--- src/rtl/dllp_tx_if.sv ---
// Bundles the DLLP scheduler's request inputs, DLLP output channel and status flags.
// The scheduler connects through 'slave'; whatever drives requests and consumes DLLPs uses 'master'.
interface dllp_tx_if;
    logic        ack_req;
    logic [11:0] ack_seq;
    logic        nak_req;
    logic [11:0] nak_seq;
    logic        fc_update_valid;
    logic [1:0]  fc_type;
    logic [7:0]  fc_hdr;
    logic [11:0] fc_data;
    logic [31:0] dllp_o;
    logic        dllp_valid;
    logic        dllp_ready;
    logic        ack_pending_o;
    logic        nak_pending_o;

    modport slave (
        input  ack_req, ack_seq, nak_req, nak_seq,
        input  fc_update_valid, fc_type, fc_hdr, fc_data,
        input  dllp_ready,
        output dllp_o, dllp_valid, ack_pending_o, nak_pending_o
    );

    modport master (
        output ack_req, ack_seq, nak_req, nak_seq,
        output fc_update_valid, fc_type, fc_hdr, fc_data,
        output dllp_ready,
        input  dllp_o, dllp_valid, ack_pending_o, nak_pending_o
    );
endinterface

--- src/rtl/dllp_tx_scheduler.sv ---
// Shares one DLLP output channel between NAKs, coalesced ACKs and round-robin FC updates.
// FC updates are also re-sent periodically so the link partner's credit view never goes stale.
module dllp_tx_scheduler #(
    parameter int ACK_LATENCY  = 64,
    parameter int ACK_COALESCE = 4,
    parameter int FC_REFRESH   = 1024
) (
    input  logic      clk,
    input  logic      reset,
    dllp_tx_if.slave  bus
);
    localparam int TW = $clog2(ACK_LATENCY);
    localparam int CW = $clog2(ACK_COALESCE + 1);
    localparam int RW = $clog2(FC_REFRESH);
    localparam logic [TW-1:0] TIMER_END   = TW'(ACK_LATENCY - 1);
    localparam logic [CW-1:0] CNT_END     = CW'(ACK_COALESCE);
    localparam logic [RW-1:0] REFRESH_END = RW'(FC_REFRESH - 1);

    typedef enum logic {IDLE, SEND} state_t;

    state_t          state_q, state_d;
    logic [31:0]     dllp_q, dllp_d;
    logic            ackPending_q, ackPending_d;
    logic [11:0]     ackSeq_q, ackSeq_d;
    logic [CW-1:0]   ackCnt_q, ackCnt_d;
    logic [TW-1:0]   ackTimer_q, ackTimer_d;
    logic            nakPending_q, nakPending_d;
    logic [11:0]     nakSeq_q, nakSeq_d;
    logic [2:0]      fcPend_q, fcPend_d;
    logic [7:0]      fcHdr_q [3];
    logic [7:0]      fcHdr_d [3];
    logic [11:0]     fcData_q [3];
    logic [11:0]     fcData_d [3];
    logic [1:0]      rrPtr_q, rrPtr_d;
    logic [RW-1:0]   refreshCnt_q, refreshCnt_d;

    logic            ackDue;
    logic            loadNak;
    logic            loadAck;
    logic [2:0]      loadFc;
    logic [1:0]      rrNext1;
    logic [1:0]      rrNext2;
    logic [1:0]      fcWin;

    function automatic logic [1:0] nextType(input logic [1:0] t);
        return (t == 2'd2) ? 2'd0 : t + 2'd1;
    endfunction

    assign rrNext1 = nextType(rrPtr_q);
    assign rrNext2 = nextType(rrNext1);
    assign fcWin   = fcPend_q[rrPtr_q] ? rrPtr_q : (fcPend_q[rrNext1] ? rrNext1 : rrNext2);
    assign ackDue  = ackPending_q && ((ackTimer_q == TIMER_END) || (ackCnt_q == CNT_END));

    always_ff @(posedge clk or posedge reset) begin
        if (reset) begin
            state_q      <= IDLE;
            dllp_q       <= '0;
            ackPending_q <= 1'b0;
            ackSeq_q     <= '0;
            ackCnt_q     <= '0;
            ackTimer_q   <= '0;
            nakPending_q <= 1'b0;
            nakSeq_q     <= '0;
            fcPend_q     <= '0;
            fcHdr_q      <= '{default: '0};
            fcData_q     <= '{default: '0};
            rrPtr_q      <= 2'd0;
            refreshCnt_q <= '0;
        end else begin
            state_q      <= state_d;
            dllp_q       <= dllp_d;
            ackPending_q <= ackPending_d;
            ackSeq_q     <= ackSeq_d;
            ackCnt_q     <= ackCnt_d;
            ackTimer_q   <= ackTimer_d;
            nakPending_q <= nakPending_d;
            nakSeq_q     <= nakSeq_d;
            fcPend_q     <= fcPend_d;
            fcHdr_q      <= fcHdr_d;
            fcData_q     <= fcData_d;
            rrPtr_q      <= rrPtr_d;
            refreshCnt_q <= refreshCnt_d;
        end
    end

    always_comb begin
        state_d      = state_q;
        dllp_d       = dllp_q;
        ackPending_d = ackPending_q;
        ackSeq_d     = ackSeq_q;
        ackCnt_d     = ackCnt_q;
        ackTimer_d   = ackTimer_q;
        nakPending_d = nakPending_q;
        nakSeq_d     = nakSeq_q;
        fcPend_d     = fcPend_q;
        fcHdr_d      = fcHdr_q;
        fcData_d     = fcData_q;
        rrPtr_d      = rrPtr_q;
        loadNak      = 1'b0;
        loadAck      = 1'b0;
        loadFc       = 3'b000;
        refreshCnt_d = (refreshCnt_q == REFRESH_END) ? '0 : refreshCnt_q + 1'b1;

        if (ackPending_q && (ackTimer_q != TIMER_END)) begin
            ackTimer_d = ackTimer_q + 1'b1;
        end

        case (state_q)
            IDLE: begin
                if (nakPending_q) begin
                    loadNak = 1'b1;
                    dllp_d  = {8'h10, 12'h000, nakSeq_q};
                    state_d = SEND;
                end else if (ackDue) begin
                    loadAck = 1'b1;
                    dllp_d  = {8'h00, 12'h000, ackSeq_q};
                    state_d = SEND;
                end else if (|fcPend_q) begin
                    loadFc[fcWin] = 1'b1;
                    dllp_d  = {2'b10, fcWin, 4'h0, 2'b00, fcHdr_q[fcWin], 2'b00, fcData_q[fcWin]};
                    rrPtr_d = nextType(fcWin);
                    state_d = SEND;
                end
            end
            SEND: begin
                if (bus.dllp_ready) begin
                    state_d = IDLE;
                end
            end
            default: state_d = IDLE;
        endcase

        // Clears from the load come first so a same-cycle request re-arms its flag.
        if (loadNak) begin
            nakPending_d = 1'b0;
        end
        if (loadAck) begin
            ackPending_d = 1'b0;
            ackCnt_d     = '0;
            ackTimer_d   = '0;
        end
        fcPend_d = fcPend_q & ~loadFc;

        if (refreshCnt_q == REFRESH_END) begin
            fcPend_d = 3'b111;
        end
        if (bus.nak_req) begin
            nakPending_d = 1'b1;
            nakSeq_d     = bus.nak_seq;
            ackPending_d = 1'b0;
            ackCnt_d     = '0;
            ackTimer_d   = '0;
        end else if (bus.ack_req) begin
            ackPending_d = 1'b1;
            ackSeq_d     = bus.ack_seq;
            if (ackCnt_d != CNT_END) begin
                ackCnt_d = ackCnt_d + 1'b1;
            end
        end
        if (bus.fc_update_valid && (bus.fc_type != 2'd3)) begin
            fcPend_d[bus.fc_type] = 1'b1;
            fcHdr_d[bus.fc_type]  = bus.fc_hdr;
            fcData_d[bus.fc_type] = bus.fc_data;
        end
    end

    assign bus.dllp_o        = dllp_q;
    assign bus.dllp_valid    = (state_q == SEND);
    assign bus.ack_pending_o = ackPending_q;
    assign bus.nak_pending_o = nakPending_q;
endmodule

--- src/flat_wrapper.sv ---
// flat-port wrapper written by rule: the top's interface ports become plain ports
module dllp_tx_scheduler_flat 
#(
    parameter int ACK_LATENCY  = 64,
    parameter int ACK_COALESCE = 4,
    parameter int FC_REFRESH   = 1024
)
  (clk, reset, bus_ack_req, bus_ack_seq, bus_nak_req, bus_nak_seq, bus_fc_update_valid, bus_fc_type, bus_fc_hdr, bus_fc_data, bus_dllp_ready, bus_dllp_o, bus_dllp_valid, bus_ack_pending_o, bus_nak_pending_o);
  dllp_tx_if bus_i ();
  input  logic clk;
  input  logic reset;
  input wire logic [$bits(bus_i.ack_req)-1:0] bus_ack_req;
  input wire logic [$bits(bus_i.ack_seq)-1:0] bus_ack_seq;
  input wire logic [$bits(bus_i.nak_req)-1:0] bus_nak_req;
  input wire logic [$bits(bus_i.nak_seq)-1:0] bus_nak_seq;
  input wire logic [$bits(bus_i.fc_update_valid)-1:0] bus_fc_update_valid;
  input wire logic [$bits(bus_i.fc_type)-1:0] bus_fc_type;
  input wire logic [$bits(bus_i.fc_hdr)-1:0] bus_fc_hdr;
  input wire logic [$bits(bus_i.fc_data)-1:0] bus_fc_data;
  input wire logic [$bits(bus_i.dllp_ready)-1:0] bus_dllp_ready;
  output wire logic [$bits(bus_i.dllp_o)-1:0] bus_dllp_o;
  output wire logic [$bits(bus_i.dllp_valid)-1:0] bus_dllp_valid;
  output wire logic [$bits(bus_i.ack_pending_o)-1:0] bus_ack_pending_o;
  output wire logic [$bits(bus_i.nak_pending_o)-1:0] bus_nak_pending_o;
  assign bus_i.ack_req = bus_ack_req;
  assign bus_i.ack_seq = bus_ack_seq;
  assign bus_i.nak_req = bus_nak_req;
  assign bus_i.nak_seq = bus_nak_seq;
  assign bus_i.fc_update_valid = bus_fc_update_valid;
  assign bus_i.fc_type = bus_fc_type;
  assign bus_i.fc_hdr = bus_fc_hdr;
  assign bus_i.fc_data = bus_fc_data;
  assign bus_i.dllp_ready = bus_dllp_ready;
  assign bus_dllp_o = bus_i.dllp_o;
  assign bus_dllp_valid = bus_i.dllp_valid;
  assign bus_ack_pending_o = bus_i.ack_pending_o;
  assign bus_nak_pending_o = bus_i.nak_pending_o;
  dllp_tx_scheduler #(.ACK_LATENCY(ACK_LATENCY), .ACK_COALESCE(ACK_COALESCE), .FC_REFRESH(FC_REFRESH)) u_core (.clk(clk), .reset(reset), .bus(bus_i));
endmodule
--- config.mk ---
export PLATFORM = sky130hd
export DESIGN_NAME = dllp_tx_scheduler_flat
export DESIGN_NICKNAME = d
export VERILOG_FILES = /design/src/rtl/dllp_tx_if.sv /design/src/rtl/dllp_tx_scheduler.sv /design/src/flat_wrapper.sv
export SDC_FILE = /design/constraint.sdc
export NUM_CORES = 1
export LEC_CHECK = 0
export BUFFER_PORTS_ARGS = -buffer_cell sky130_fd_sc_hd__buf_2
export CORE_UTILIZATION = 61
export DETAILED_ROUTE_END_ITERATION = 10
export GPL_TIMING_DRIVEN = 0
export PLACE_DENSITY = 0.9
export SLEW_MARGIN = 20
export SYNTH_ARGS = -nofsm -noshare
export SYNTH_HDL_FRONTEND = slang
export SYNTH_SLANG_ARGS = --single-unit
--- constraint.sdc ---
create_clock -name clk -period 7.2 [get_ports clk]
set_input_delay 0 -clock clk [delete_from_list [all_inputs] [get_ports clk]]
set_output_delay 0 -clock clk [all_outputs]
set_load 0.02 [all_outputs]
# [Yosys cells after proc, flatten, opt, wreduce, memory -nomap -nowiden]
# Cells that the tools add are included.
[totals] ff_bits=143 inputBits=52 elab_cells=122
[op_classes] n_addsub=6 magnitude_cmp=9 eq_ne=9 muxes=57 bitwise_logic=9 reduce_logical=15
[ops] operator="$mux 32" n=3
[ops] operator="$bwmux 36" n=1
[ops] operator="$mux 12" n=3
[ops] operator="$mux 3" n=10
[ops] operator="$bmux 12 s2" n=1
[ops] operator="$bwmux 24" n=1
[ops] operator="$demux 12 s2" n=1
[ops] operator="$mux 8" n=3
[ops] operator="$mux 1" n=18
[ops] operator="$mux 6" n=3
[ops] operator="$bmux 8 s2" n=1
[ops] operator="$demux 8 s2" n=1
[ops] operator="$lt 2x3->1 const B" n=4
[ops] operator="$add 10x1->10 const B" n=1
[ops] operator="$eq 10x10->1 const B" n=1
[ops] operator="$mux 10" n=1
[ops] operator="$mux 2" n=5
[ops] operator="$reduce_bool 3->1" n=3
[ops] operator="$add 2x1->2 const B" n=3
[ops] operator="$add 6x1->6 const B" n=1
[ops] operator="$eq 2x2->1 const B" n=3
[ops] operator="$eq 6x6->1 const B" n=1
[ops] operator="$ge 3x3->1 const B" n=2
[ops] operator="$logic_and 1x1->1" n=6
[ops] operator="other kinds (20)" n=28

# [Longest topological paths before layout]
[logic_depth] ltp_word=19 depth_mapped=11 depth_no_buf=11

# [Least setup slack after synthesis]
# OpenSTA, ideal clock, no wires.
[synth_path] path_type="flip-flop to flip-flop" startpoint="reg u_core.ackTimer_q[0]" endpoint="reg u_core.ackCnt_q[2]" setup_ns=0.099 arrival_ns=1.827 required_time_ns=7.101 setup_slack_ns=5.273 path_stages_with_launch=10 n_path_buf=0 synth_period_minus_slack_ns=1.927 path_cell_list="dfrtp_1 ha_1 nand4_2 o21ai_4 nand2_1 and2_1 ha_1 nand2_1 nor2_1 a311oi_1"
[synth_between] elab_chain_cells=11 elab_cells_between_ends=12 cone_classes="add/sub (1); eq/ne (2); mux (7); reduce/logical (2)"
[synth_lines] element="start: declaration" line="dllp_tx_scheduler.sv:26" source="logic [TW-1:0] ackTimer_q, ackTimer_d;"
[synth_lines] element="start signal: assignment" line="dllp_tx_scheduler.sv:75" source="ackTimer_q <= ackTimer_d;"
[synth_lines] element="$eq 6x6->1 (*)" line="dllp_tx_scheduler.sv:52" source="assign ackDue = ackPending_q && ((ackTimer_q == TIMER_END) || (ackCnt_q == CNT_END));"
[synth_lines] element="$logic_or 1x1->1 (*)" line="dllp_tx_scheduler.sv:52"
[synth_lines] element="$logic_and 1x1->1 (*)" line="dllp_tx_scheduler.sv:52"
[synth_lines] element="$mux 1 (*)" line="dllp_tx_scheduler.sv:114" source="end else if (ackDue) begin"
[synth_lines] element="$mux 1 (*)" line="dllp_tx_scheduler.sv:110" source="if (nakPending_q) begin"
[synth_lines] element="$mux 1 (*)" line="dllp_tx_scheduler.sv:108" source="case (state_q)"
[synth_lines] element="$mux 3 (*)" line="dllp_tx_scheduler.sv:137" source="if (loadAck) begin"
[synth_lines] element="$add 3x1->3 or $ne 3x3->1 (tied branches)" line="dllp_tx_scheduler.sv:157, dllp_tx_scheduler.sv:156"
[synth_lines] element="$mux 3" line="dllp_tx_scheduler.sv:156" source="if (ackCnt_d != CNT_END) begin"
[synth_lines] element="$mux 3 (*)" line="dllp_tx_scheduler.sv:153" source="end else if (bus.ack_req) begin"
[synth_lines] element="$mux 3 (*)" line="dllp_tx_scheduler.sv:147" source="if (bus.nak_req) begin"
[synth_lines] element="net u_core.ackCnt_d[2]" line="dllp_tx_scheduler.sv:25" source="logic [CW-1:0] ackCnt_q, ackCnt_d;"
[synth_lines] element="end signal: assignment" line="dllp_tx_scheduler.sv:74" source="ackCnt_q <= ackCnt_d;"
[synth_lines] element="end: declaration" line="dllp_tx_scheduler.sv:25"
# The timed path passes the listed nets; every way through them passes the cells marked *.
# A chain may end at the register's enable or synchronous reset.

# [Final worst setup path]
[layout_path] startpoint="reg u_core.rrPtr_q[1]" endpoint="reg u_core.dllp_q[7] (netlist: u_core.bus.dllp_o[7])"
[layout_between] elab_chain_cells=13 elab_cells_between_ends=19 cone_classes="add/sub (2); eq/ne (2); mux (14); bitwise (1)"
[layout_lines] element="start: declaration" line="dllp_tx_scheduler.sv:34" source="logic [1:0] rrPtr_q, rrPtr_d;"
[layout_lines] element="start signal: assignment" line="dllp_tx_scheduler.sv:81" source="rrPtr_q <= rrPtr_d;"
[layout_lines] element="$add 2x1->2 or $eq 2x2->1 (tied branches)" line="dllp_tx_scheduler.sv:46" source="return (t == 2'd2) ? 2'd0 : t + 2'd1;"
[layout_lines] element="$mux 2" line="dllp_tx_scheduler.sv:46"
[layout_lines] element="$add 2x1->2, or another cell as far along" line="dllp_tx_scheduler.sv:46"
[layout_lines] element="$mux 2 or $mux 1 (tied branches)" line="dllp_tx_scheduler.sv:46, dllp_tx_scheduler.sv:51"
[layout_lines] element="$mux 2" line="dllp_tx_scheduler.sv:51" source="assign fcWin = fcPend_q[rrPtr_q] ? rrPtr_q : (fcPend_q[rrNext1] ? rrNext1 : rrNext2);"
[layout_lines] element="$mux 2 (*)" line="dllp_tx_scheduler.sv:51"
[layout_lines] element="$not 2->3 (implied by the code) (*)" line="dllp_tx_scheduler.sv:120" source="dllp_d = {2'b10, fcWin, 4'h0, 2'b00, fcHdr_q[fcWin], 2'b00, fcData_q[fcWin]};"
[layout_lines] element="$bmux 12 s2 (*)" line="dllp_tx_scheduler.sv:120"
[layout_lines] element="$mux 12 (implied by the code) (*) (2 in a row)" line="dllp_tx_scheduler.sv:120"
[layout_lines] element="$mux 32 (*)" line="dllp_tx_scheduler.sv:118" source="end else if (|fcPend_q) begin"
[layout_lines] element="$mux 32 (*)" line="dllp_tx_scheduler.sv:114"
[layout_lines] element="$mux 32 (*)" line="dllp_tx_scheduler.sv:110"
[layout_lines] element="end signal: assignment" line="dllp_tx_scheduler.sv:71" source="dllp_q <= dllp_d;"
[layout_lines] element="end: declaration" line="dllp_tx_scheduler.sv:22" source="logic [31:0] dllp_q, dllp_d;"
# Mark *: on every way between the ends. The rest lies on a longest branch, timed or not. The select of a mux whose other input is x is not followed.

==> results_dict.tcl <==
set metrics [dict create \
    synth.top_cell.area_share 0.568 \
    wirelength_mm 17.6 \
    critPathTopFamily "compound AO/OA/AOI/OAI gates" \
    ir_worst_vdd_mv 0.249 \
    p_seq_frac 0.372 \
    io-pin-count 87 \
    first_iter_violations 518 \
    rsz0062_at_grt "false" \
    power_mw 2.76 \
    clkPwrFrac 0.340 \
    hold_viol 0 \
    num_vias 4992 \
    core-area_mm2 0.00933 \
    slowest_stage "dfrtp_1" \
    area_growth_pct 30.5 \
    required_ns 7.65 \
    status "finished, final reports clean" \
    cp_max_fo 10 \
    fillers 437 \
    cts_inserted_buffers 17 \
    stdcell_count 789 \
    max_freq_mhz 431 \
    antenna_found_initial 0 \
    place_congestion 0.853 \
    netlist_area_mm2 0.00590 \
    synth_enable_flop_cells 0 \
    grt_max_degree 84 \
    syn_area_per_cell_um2 12.2 \
    critPathKind "flop to flop" \
    r2r_cells 6 \
    post_cts_buffers 0 \
    synth_top_family_by_area "compound AO/OA/AOI/OAI gates" \
    yosysMostFrequentCell "dfrtp_1" \
    port_buffers 77 \
    ys_types 52 \
    p_per_area_mw_per_mm2 359 \
    wl_met1_mm 6.38 \
    antenna_left 0 \
    async_reset_ff_frac 1.00 \
    dp.final_hpwl_mm 9.09 \
    max_slew_margin 0.489 \
    cp-end-kind "flop" \
    grt_pass1_wl_mm 28.0 \
    grt_overflow 0 \
    synth_fa_ha_area_frac 0.00848 \
    period_share 0.322 \
    p_int_mw 1.82 \
    drive_gt1_frac 0.293 \
    cts_max_level 4 \
    clock-sinks 134 \
    dieArea_mm2 0.0101 \
    swShare 0.342 \
    synthSimpleGateAreaFrac 0.0803 \
    worstPathCellList "nor2_1 > a21o_1 > clkbuf_1 > o22ai_1 > o211ai_1 > a22o_1" \
    start_kind "flop" \
    worst_pin_slew_ns 0.763 \
    arrival_ns 2.76 \
    synth_compound_area_frac 0.139 \
    r2r_start "u_core.rrPtr_q[1]" \
    cpPeakStageDelay_ns 0.47 \
    drc_errors 0 \
    reg2reg_to "u_core.bus.dllp_o[7]" \
    r2r_setup_slack_ns 4.88 \
    p_switching_mw 0.945 \
    cap_violations 0 \
    multi_input_area_mm2 0.00230 \
    viasPerCell 6.33 \
    cts.clk_slew.worst_paths_ns 0.06 \
    chipHeight_um 100 \
    finalMaxSlewViolations 0 \
    yosys-top-cells-area "dfrtp_1, mux2_2, a22o_1" \
    grt_pass1_vias 5141 \
    final.min_clock_period_ns 2.32 \
    clockRootBuffer "clkbuf_8" \
    synthCells 485 \
    tritoncts "done" \
    row_count 35 \
    hold_path_class "input pin to async pin" \
    die_x_um 100 \
    top_layer "met5" \
    netlist_top_cells_count "dfrtp_1, mux2_2, nand2_1" \
    clock_path_buffers 2 \
    yosys_warnings 0 \
    grtUsageTotal 0.379 \
    drt_first_pass_iters 6 \
    finClkSkew_ns 0.0102 \
    synth_top_area_cell "dfrtp_1" \
    synth-seq-cells 134 \
    setup_viol 0 \
    synthMuxAreaShare 0.139 \
    clk_latency_ns 0.53 \
    initial_utilization 0.633 \
    wl_per_cell_um 22.3 \
    crit_buf_inv 1 \
    fin_tns_setup_ns 0 \
    cellLeakagePower_nw 3.54 \
    synth-seq-area-share 0.568 \
    p_comb_frac 0.288 \
    dr_wl_met3_mm 1.57 \
    dp_cells 700 \
    regArea_mm2 0.00335 \
    synthFlopType "dfrtp_1" \
    route.met2.wl_mm 8.58 \
    fin_nets 702 \
    synth_xor_area_frac 0.0178 \
]
worst max path at each step:
stage	cells after the start	slack, ns	start	endpoint
after floorplan	1	3.62	reset	u_core.ackCnt_q[0]
after global placement	2	2.44	reset	u_core.fcData_q[15]
after detailed placement	11	5.00	u_core.ackTimer_q[0]	u_core.ackCnt_q[0]
after CTS	11	4.96	u_core.ackTimer_q[0]	u_core.ackCnt_q[0]
after global routing	10	4.69	u_core.ackTimer_q[0]	u_core.ackCnt_q[0]
final	6	4.88	u_core.rrPtr_q[1]	u_core.bus.dllp_o[7]
layout by cell type, fill, tap and decap left out, drive strengths merged, types with 2 or more instances in the layout:
| cell | Yosys | layout |
|---|---|---|
| inv | 22 | 23 |
| nand3 | 17 | 17 |
| clkinv | 0 | 4 |
| xor2 | 7 | 7 |
| and4 | 2 | 2 |
| nand3b | 3 | 3 |
| o21a | 2 | 2 |
| nand2b | 5 | 5 |
| mux2 | 72 | 72 |
| a22o | 21 | 21 |
| a21o | 5 | 5 |
| dlygate4sd3 | 0 | 56 |
| or2 | 2 | 2 |
| bufinv | 0 | 4 |
| and3 | 2 | 2 |
| nand4 | 3 | 3 |
| a211oi | 2 | 2 |
| o211ai | 15 | 15 |
| nor2 | 17 | 17 |
| clkinvlp | 0 | 2 |
| nor3 | 3 | 3 |
| nor2b | 2 | 2 |
| o21ai | 18 | 18 |
| ha | 4 | 4 |
| nand2 | 28 | 28 |
| a21oi | 27 | 27 |
| o22ai | 12 | 12 |
| conb | 1 | 9 |
| dfrtp | 134 | 134 |
| xnor2 | 5 | 5 |
| nor3b | 2 | 2 |
| buf | 19 | 97 |
| clkbuf | 14 | 35 |
| a221o | 8 | 8 |
routing by layer:
layer | up-vias | global-route usage
met1 | 2441 | 0.479
met5 | - | 0.0308
met2 | 400 | 0.603
met3 | 98 | 0.0884
li1 | 2051 | -
met4 | 2 | 0.213
registers in the layout, indices dropped and copies added (netlist names):
signal                    flops
u_core.fcData_q              36
u_core.fcHdr_q               24
u_core.bus.dllp_o            23
u_core.ackSeq_q              12
u_core.nakSeq_q              12
u_core.refreshCnt_q          10
u_core.ackTimer_q             6
u_core.ackCnt_q               3
u_core.fcPend_q               3
u_core.rrPtr_q                2
u_core.bus.ack_pending_o      1
u_core.bus.dllp_valid         1
u_core.bus.nak_pending_o      1
timing repair:
item | CTS | global route
hold endpoints to repair | 201 | 0
hold buffers | 56 | 0
gates resized for setup | 0 | 0
final cells by class:
type                       instances  area share
sequential                       134       0.435
tap                              129      0.0209
timing repair buffer             134       0.126
antenna                            1    0.000325
clock inverter                    11      0.0222
inverter                          22      0.0114
multi-input combinational        304       0.299
clock buffer                      21      0.0596
buffer                            33      0.0248
worst register-to-register path, cell delays in order, from the launching register on:
cell and delay (ns):
dfrtp_1 0.47, nor2_1 0.30, a21o_1 0.26, clkbuf_1 0.46, o22ai_1 0.19, o211ai_1 0.35
a22o_1 0.23
power by group through the flow:
stage	registers (mW)	clock network (mW)	logic [mW]
floorplan	1.05	0	0.431
global placement	1.00	0	0.663
detailed placement	1.01	0	0.689
CTS	1.01	0.923	0.746
global route	1.03	0.967	0.844
finish	1.03	0.939	0.796
stage by stage:
| stage | hold WS, ns | instance area (µm²) | util | setup slack, ns |
|---|---|---|---|---|
| final | 0.0775 | 7700 | 0.826 | 4.88 |
| after global routing | 0.134 | 7700 | 0.826 | 4.69 |
| after CTS | 0.0786 | 7700 | 0.826 | 4.96 |
| after detailed placement | 0.0751 | 6510 | 0.698 | 5.00 |
| after global placement | 0.192 | 6480 | 0.695 | 2.44 |
| after floorplan | 0.0806 | 5930 | - | 3.62 |
logic make-up after synthesis:
group / Yosys count
AO/OA/AOI/OAI: 116
XOR/XNOR: 12
adder cells (fa/ha/maj): 4
buffers and inverters: 55
flip-flops: 134
multiplexers: 73
other: 1
AND/OR/NAND/NOR: 90
No activity file was read; power rests on OpenSTA's default activity.
